**src/rtl/dphy_hs_lane_tx.sv**
```systemverilog
// dphy_hs_lane_tx
// Single-lane D-PHY high-speed byte transmitter. Each packet taken from the
// valid/ready stream becomes one HS burst: HS-zero leader, sync byte 0xB8,
// payload bytes, then trailer bytes that invert the last transmitted bit.
// Optional build macro: DPHY_TX_SKEW_EN adds a skew_i port that delays the
// emitted bitstream by 0..7 bit times (used to exercise receive aligners).
module dphy_hs_lane_tx #(
    parameter int PREAMBLE_BYTES = 2,  // 1..15
    parameter int TRAILER_BYTES  = 2   // 1..15
) (
    input  logic       clk_i,
    input  logic       rst_i,
`ifdef DPHY_TX_SKEW_EN
    input  logic [2:0] skew_i,
`endif
    input  logic       s_valid_i,
    input  logic [7:0] s_data_i,
    input  logic       s_last_i,
    output logic       s_ready_o,
    output logic       hs_en_o,
    output logic [7:0] hs_byte_o,
    output logic       busy_o,
    output logic       underflow_o
);

    localparam logic [7:0] SYNC_BYTE  = 8'hB8;
    localparam logic [3:0] ZERO_LOAD  = 4'(PREAMBLE_BYTES - 1);
    localparam logic [3:0] TRAIL_LOAD = 4'(TRAILER_BYTES - 1);

    typedef enum logic [2:0] {
        ST_IDLE,
        ST_ZERO,
        ST_SYNC,
        ST_DATA,
        ST_TRAIL
    } state_t;

    state_t     state_q, state_d;
    logic [3:0] cnt_q, cnt_d;        // preamble / trailer byte counter
    logic [7:0] data_q, data_d;      // byte accepted last cycle, emitted this cycle
    logic       pend_q, pend_d;      // last payload byte still waiting to go out
    logic       b7_q, b7_d;          // bit 7 of the most recent byte on the wire
    logic       hs_en_d;
    logic       underflow_d;
    logic [7:0] raw_byte;            // unshifted byte for the next output edge
    logic [7:0] out_byte;            // byte actually registered onto hs_byte_o

    // Handshake qualifier is purely state-decoded so the upstream never sees a
    // combinational path from its own valid back to ready.
    assign s_ready_o = (state_q == ST_SYNC) || (state_q == ST_DATA);
    assign busy_o    = (state_q != ST_IDLE);

    // Next-state and next-output decode for the burst sequencer.
    always_comb begin
        // NOTE: every signal assigned here gets a default first, so no path
        // through the case statement can leave one unassigned and infer a latch.
        state_d     = state_q;
        cnt_d       = cnt_q;
        data_d      = data_q;
        pend_d      = pend_q;
        b7_d        = b7_q;
        hs_en_d     = 1'b0;
        raw_byte    = 8'h00;
        underflow_d = 1'b0;

        case (state_q)
            ST_IDLE: begin
                // The one IDLE cycle after a burst is the LP exit gap: hs_en
                // drops for that edge and the pending byte is not consumed.
                pend_d = 1'b0;
                if (s_valid_i) begin
                    state_d = ST_ZERO;
                    cnt_d   = ZERO_LOAD;
                end
            end

            ST_ZERO: begin
                hs_en_d  = 1'b1;
                raw_byte = 8'h00;
                if (cnt_q == 4'd0) begin
                    state_d = ST_SYNC;
                end else begin
                    cnt_d = cnt_q - 4'd1;
                end
            end

            ST_SYNC: begin
                hs_en_d  = 1'b1;
                raw_byte = SYNC_BYTE;
                b7_d     = SYNC_BYTE[7];
                cnt_d    = TRAIL_LOAD;
                if (s_valid_i) begin
                    data_d = s_data_i;
                    if (s_last_i) begin
                        state_d = ST_TRAIL;
                        pend_d  = 1'b1;
                    end else begin
                        state_d = ST_DATA;
                    end
                end else begin
                    // HS cannot stall: a missing first byte truncates the packet.
                    underflow_d = 1'b1;
                    state_d     = ST_TRAIL;
                end
            end

            ST_DATA: begin
                // Every DATA cycle emits the byte accepted on the previous edge.
                hs_en_d  = 1'b1;
                raw_byte = data_q;
                b7_d     = data_q[7];
                cnt_d    = TRAIL_LOAD;
                if (s_valid_i) begin
                    data_d = s_data_i;
                    if (s_last_i) begin
                        state_d = ST_TRAIL;
                        pend_d  = 1'b1;
                    end
                end else begin
                    underflow_d = 1'b1;
                    state_d     = ST_TRAIL;
                end
            end

            ST_TRAIL: begin
                hs_en_d = 1'b1;
                if (pend_q) begin
                    // Flush the final payload byte before the first trailer byte.
                    raw_byte = data_q;
                    b7_d     = data_q[7];
                    pend_d   = 1'b0;
                end else begin
                    raw_byte = {8{~b7_q}};
                    if (cnt_q == 4'd0) begin
                        state_d = ST_IDLE;
                    end else begin
                        cnt_d = cnt_q - 4'd1;
                    end
                end
            end

            default: begin
                state_d = ST_IDLE;
            end
        endcase
    end

`ifdef DPHY_TX_SKEW_EN
    logic [2:0]  skew_q;
    logic [7:0]  prev_q;             // previous unshifted byte, 0 while idle
    logic [15:0] pair;
    logic [3:0]  shift_amt;

    // Bit-delay the stream: take the window of the {current, previous} pair
    // that lags the byte boundary by skew bits.
    always_comb begin
        pair      = {raw_byte, prev_q};
        shift_amt = 4'd8 - {1'b0, skew_q};
        out_byte  = 8'(pair >> shift_amt);
    end

    // Capture the skew at burst start and track the previous unshifted byte.
    always_ff @(posedge clk_i or posedge rst_i) begin
        if (rst_i) begin
            skew_q <= 3'd0;
            prev_q <= 8'h00;
        end else begin
            if ((state_q == ST_IDLE) && s_valid_i) begin
                skew_q <= skew_i;
            end
            prev_q <= raw_byte;
        end
    end
`else
    assign out_byte = raw_byte;
`endif

    // State, counters and registered outputs.
    always_ff @(posedge clk_i or posedge rst_i) begin
        // NOTE: sequential state uses non-blocking assignments so every
        // register samples the pre-edge values, independent of statement order.
        if (rst_i) begin
            state_q     <= ST_IDLE;
            cnt_q       <= 4'd0;
            data_q      <= 8'h00;
            pend_q      <= 1'b0;
            b7_q        <= 1'b0;
            hs_en_o     <= 1'b0;
            hs_byte_o   <= 8'h00;
            underflow_o <= 1'b0;
        end else begin
            state_q     <= state_d;
            cnt_q       <= cnt_d;
            data_q      <= data_d;
            pend_q      <= pend_d;
            b7_q        <= b7_d;
            hs_en_o     <= hs_en_d;
            hs_byte_o   <= out_byte;
            underflow_o <= underflow_d;
        end
    end

endmodule

```
**config.mk**
```make
export PLATFORM = sky130hd
export DESIGN_NAME = dphy_hs_lane_tx
export DESIGN_NICKNAME = d
export VERILOG_FILES = /design/src/rtl/dphy_hs_lane_tx.sv
export SDC_FILE = /design/constraint.sdc
export NUM_CORES = 1
export LEC_CHECK = 0
export ABC_AREA = 1
export CAP_MARGIN = 15
export CORE_MARGIN = 8
export CORE_UTILIZATION = 50
export CTS_CLUSTER_DIAMETER = 30
export CTS_CLUSTER_SIZE = 28
export DETAILED_ROUTE_END_ITERATION = 12
export PLACE_DENSITY = 0.74
export SLEW_MARGIN = 20
export SYNTH_ARGS = -nofsm -noshare
export SYNTH_HDL_FRONTEND = slang
export SYNTH_SLANG_ARGS = --single-unit
```
**constraint.sdc**
```tcl
create_clock -name clk_i -period 1.7 [get_ports clk_i]
set_clock_uncertainty 0.15 [all_clocks]
set_input_delay 0.34 -clock clk_i [delete_from_list [all_inputs] [get_ports clk_i]]
set_output_delay 0.34 -clock clk_i [all_outputs]
set_load 0.1 [all_outputs]
```
==> impl_metrics.ini <==
[worst_setup_path]
cp.required_ps = 1210
cp-endpoint = busy_o
path_max_fanout = 4
r2r_start = state_q[1]$_DFFE_PP0P_
r2r.worst_path.cells = 6
worstSetupEndpointType = output port
r2r_slack_ps = 110
critPathKind = flip-flop to output port
worstPathArrival_ps = 1190
cp-startpoint = state_q[1]$_DFFE_PP0P_
start_kind = flip-flop
r2r_end = hs_byte_o[1]$_DFF_PP0_

[sta]
fin_crit_sh_pct = 98.8
max_freq_ghz = 0.595
hold_viol = 0
tightest_slew_ps = 329
relSlewSlack_pct = 78.0
finalCriticalPeriod_ps = 1680
rsz0062_at_grt = yes
slew_violations = 0
finalSetupViolations = 0

[synth]
synth_fp_nets = 170
yosys-top-cells-area = dfrtp_1, nand2_1, inv_1, nand3_1, nor2_1
synth_top_area_cell = dfrtp_1
synth_top_area_share_pct = 53.3
syn_inst = 157
synth-seq-area-share_pct = 53.3
syn_area_um2 = 1270
synth_seq_cells = 27
synth_cell_types = 19
yosysWarnings = 0
syn_area_per_cell_um2 = 8.08

[clocking]
cts_tree = done
clock_latency_ps = 320
clk_pin_slew_worst_paths_ps = 140
cts.sinks = 27
hold_buffers = 0
cts.htree.levels = 1
cts_root_buf = clkbuf_4
cts_buffers = 3
ctsLongestPathBuffers = 2

[grt]
globalRouteOverflowTotal = 0
grt_max_degree = 28
grt_use_total_pct = 14.0
grt_first_pass_wirelength_um = 4870
first_global_vias = 1154
antenna_found_initial = 0

[power]
power.density_nw_per_um2 = 2000
power_mw = 3.58
p_leak_nw = 0.916
ir_worst_vdd_uv = 1620

[place]
io_buffer_count = 23
dp.cells = 211
dp_hpwl_um = 2100
placed_area_um2 = 1680
routabilityCongestion = 0.812

[floorplan]
ios = 24
die_area_um2 = 4400
coreArea_um2 = 2430
die_y_um = 66.4
die_w_um = 66.4
row_count = 18
start_util_pct = 52.2

[route]
firstDrtPassIters = 4
via_count = 1138
drt-total-wl_um = 2840
via_per_inst = 5.08
post_drt_wl_per_cell_um = 12.7
drtIter0Drc = 48
drc_errors = 0
ant_nets = 0

[run_status]
status = completed

[layout]
final_cell_mix = nand2_1, dfrtp_1, inv_1, buf_12, nor2_1
antenna_cells = 0
fin_area_um2 = 1790
multiInputGateArea_um2 = 512
area_growth_pct = 40.9
final_common_cell = nand2_1
nNetsFinal = 208
regArea_um2 = 678
fillers = 194
stdcell_count = 224
drive_gt1_share_pct = 22.2
final_util_pct = 73.5

[hold_path]
hold_class = primary input to async pin

[job]
drv_cap = 0
## worst max-delay path, cell delays in order (launching register included)
cell and delay (ps):
dfrtp_2 490, nor2_4 120, nand2_2 80, buf_12 170
## metrics by stage
step | hold slack [ps] | worst slack [ps] | setup TNS, ps
finish | 211 | 20.6 | 0
global route | 247 | -26.1 | -33.5
CTS | 221 | 1.66 | 0
detailed placement | 334 | -2.69 | -3.85
global placement | 323 | 49.8 | 0
floorplan | 243 | 141 | 0
## cell usage after synthesis
cell,number
nand2_1,53
dfrtp_1,27
inv_1,17
nor2_1,13
nand3_1,10
o21ai_0,9
a21oi_1,7
inv_2,4
nand2_2,4
o21ai_1,3
nor2_4,2
a21boi_0,1
a21oi_2,1
a21oi_4,1
buf_2,1
buf_4,1
ha_1,1
o21bai_1,1
xnor2_1,1
## state kept, by name, summed over array words and instances (netlist names)
signal and cells:
b7_q 1, cnt_q 4, data_q 8, hs_byte_o 8, hs_en_o 1, pend_q 1
state_q 3, underflow_o 1
## routing by layer
metal | track usage, % | wire length, um | vias to the layer above
li1 | - | - | 564
met1 | 15.4 | 1160 | 542
met2 | 25.1 | 1510 | 26
met3 | 3.22 | 130 | 6
met4 | 5.33 | 46 | 0
met5 | 0 | 0 | -
## layout make-up
| class | count | area share (%) |
|---|---|---|
| flip-flops and latches | 27 | 37.9 |
| multi-input cells | 107 | 28.6 |
| repair buffers | 35 | 25.3 |
| inverters | 21 | 4.55 |
| well taps | 30 | 2.10 |
| clock buffers | 4 | 1.47 |
## timing repair
| action | in CTS | in global routing |
|---|---|---|
| setup endpoints to repair | 2 | 4 |
| buffers inserted | 5 | 4 |
| pin swaps | 1 | 0 |
| gates resized for setup | 3 | 2 |
## how the worst min path moves through the flow
stage / startpoint / endpoint / slack (ps) / cells after the start
floorplan: rst_i / b7_q$_DFFE_PP0P_ / 240 / 1
global placement: data_q[3]$_DFFE_PP0P_ / data_q[3]$_DFFE_PP0P_ / 320 / 2
detailed placement: data_q[3]$_DFFE_PP0P_ / data_q[3]$_DFFE_PP0P_ / 330 / 2
CTS: rst_i / pend_q$_DFFE_PP0P_ / 220 / 3
global route: rst_i / underflow_o$_DFF_PP0_ / 250 / 3
finish: rst_i / data_q[7]$_DFFE_PP0P_ / 210 / 3
## cell families after synthesis
| group | after synthesis | synth area share (%) |
|---|---|---|
| buf+inv | 23 | 7.20 |
| flops | 27 | 53.3 |
| compound gates | 23 | 10.7 |
| xor+xnor | 1 | 0.690 |
| fa+ha+maj | 1 | 0.986 |
| simple gates | 82 | 27.2 |
## power breakdown
| part | switching, mW | internal [mW] | leakage [nW] |
|---|---|---|---|
| combinational | 1.42 | 0.824 | 0.557 |
| sequential | 0.184 | 0.886 | 0.345 |
| clock | 0.178 | 0.0918 | 0.0150 |
Note: power is estimated with default switching activity, not from simulation.
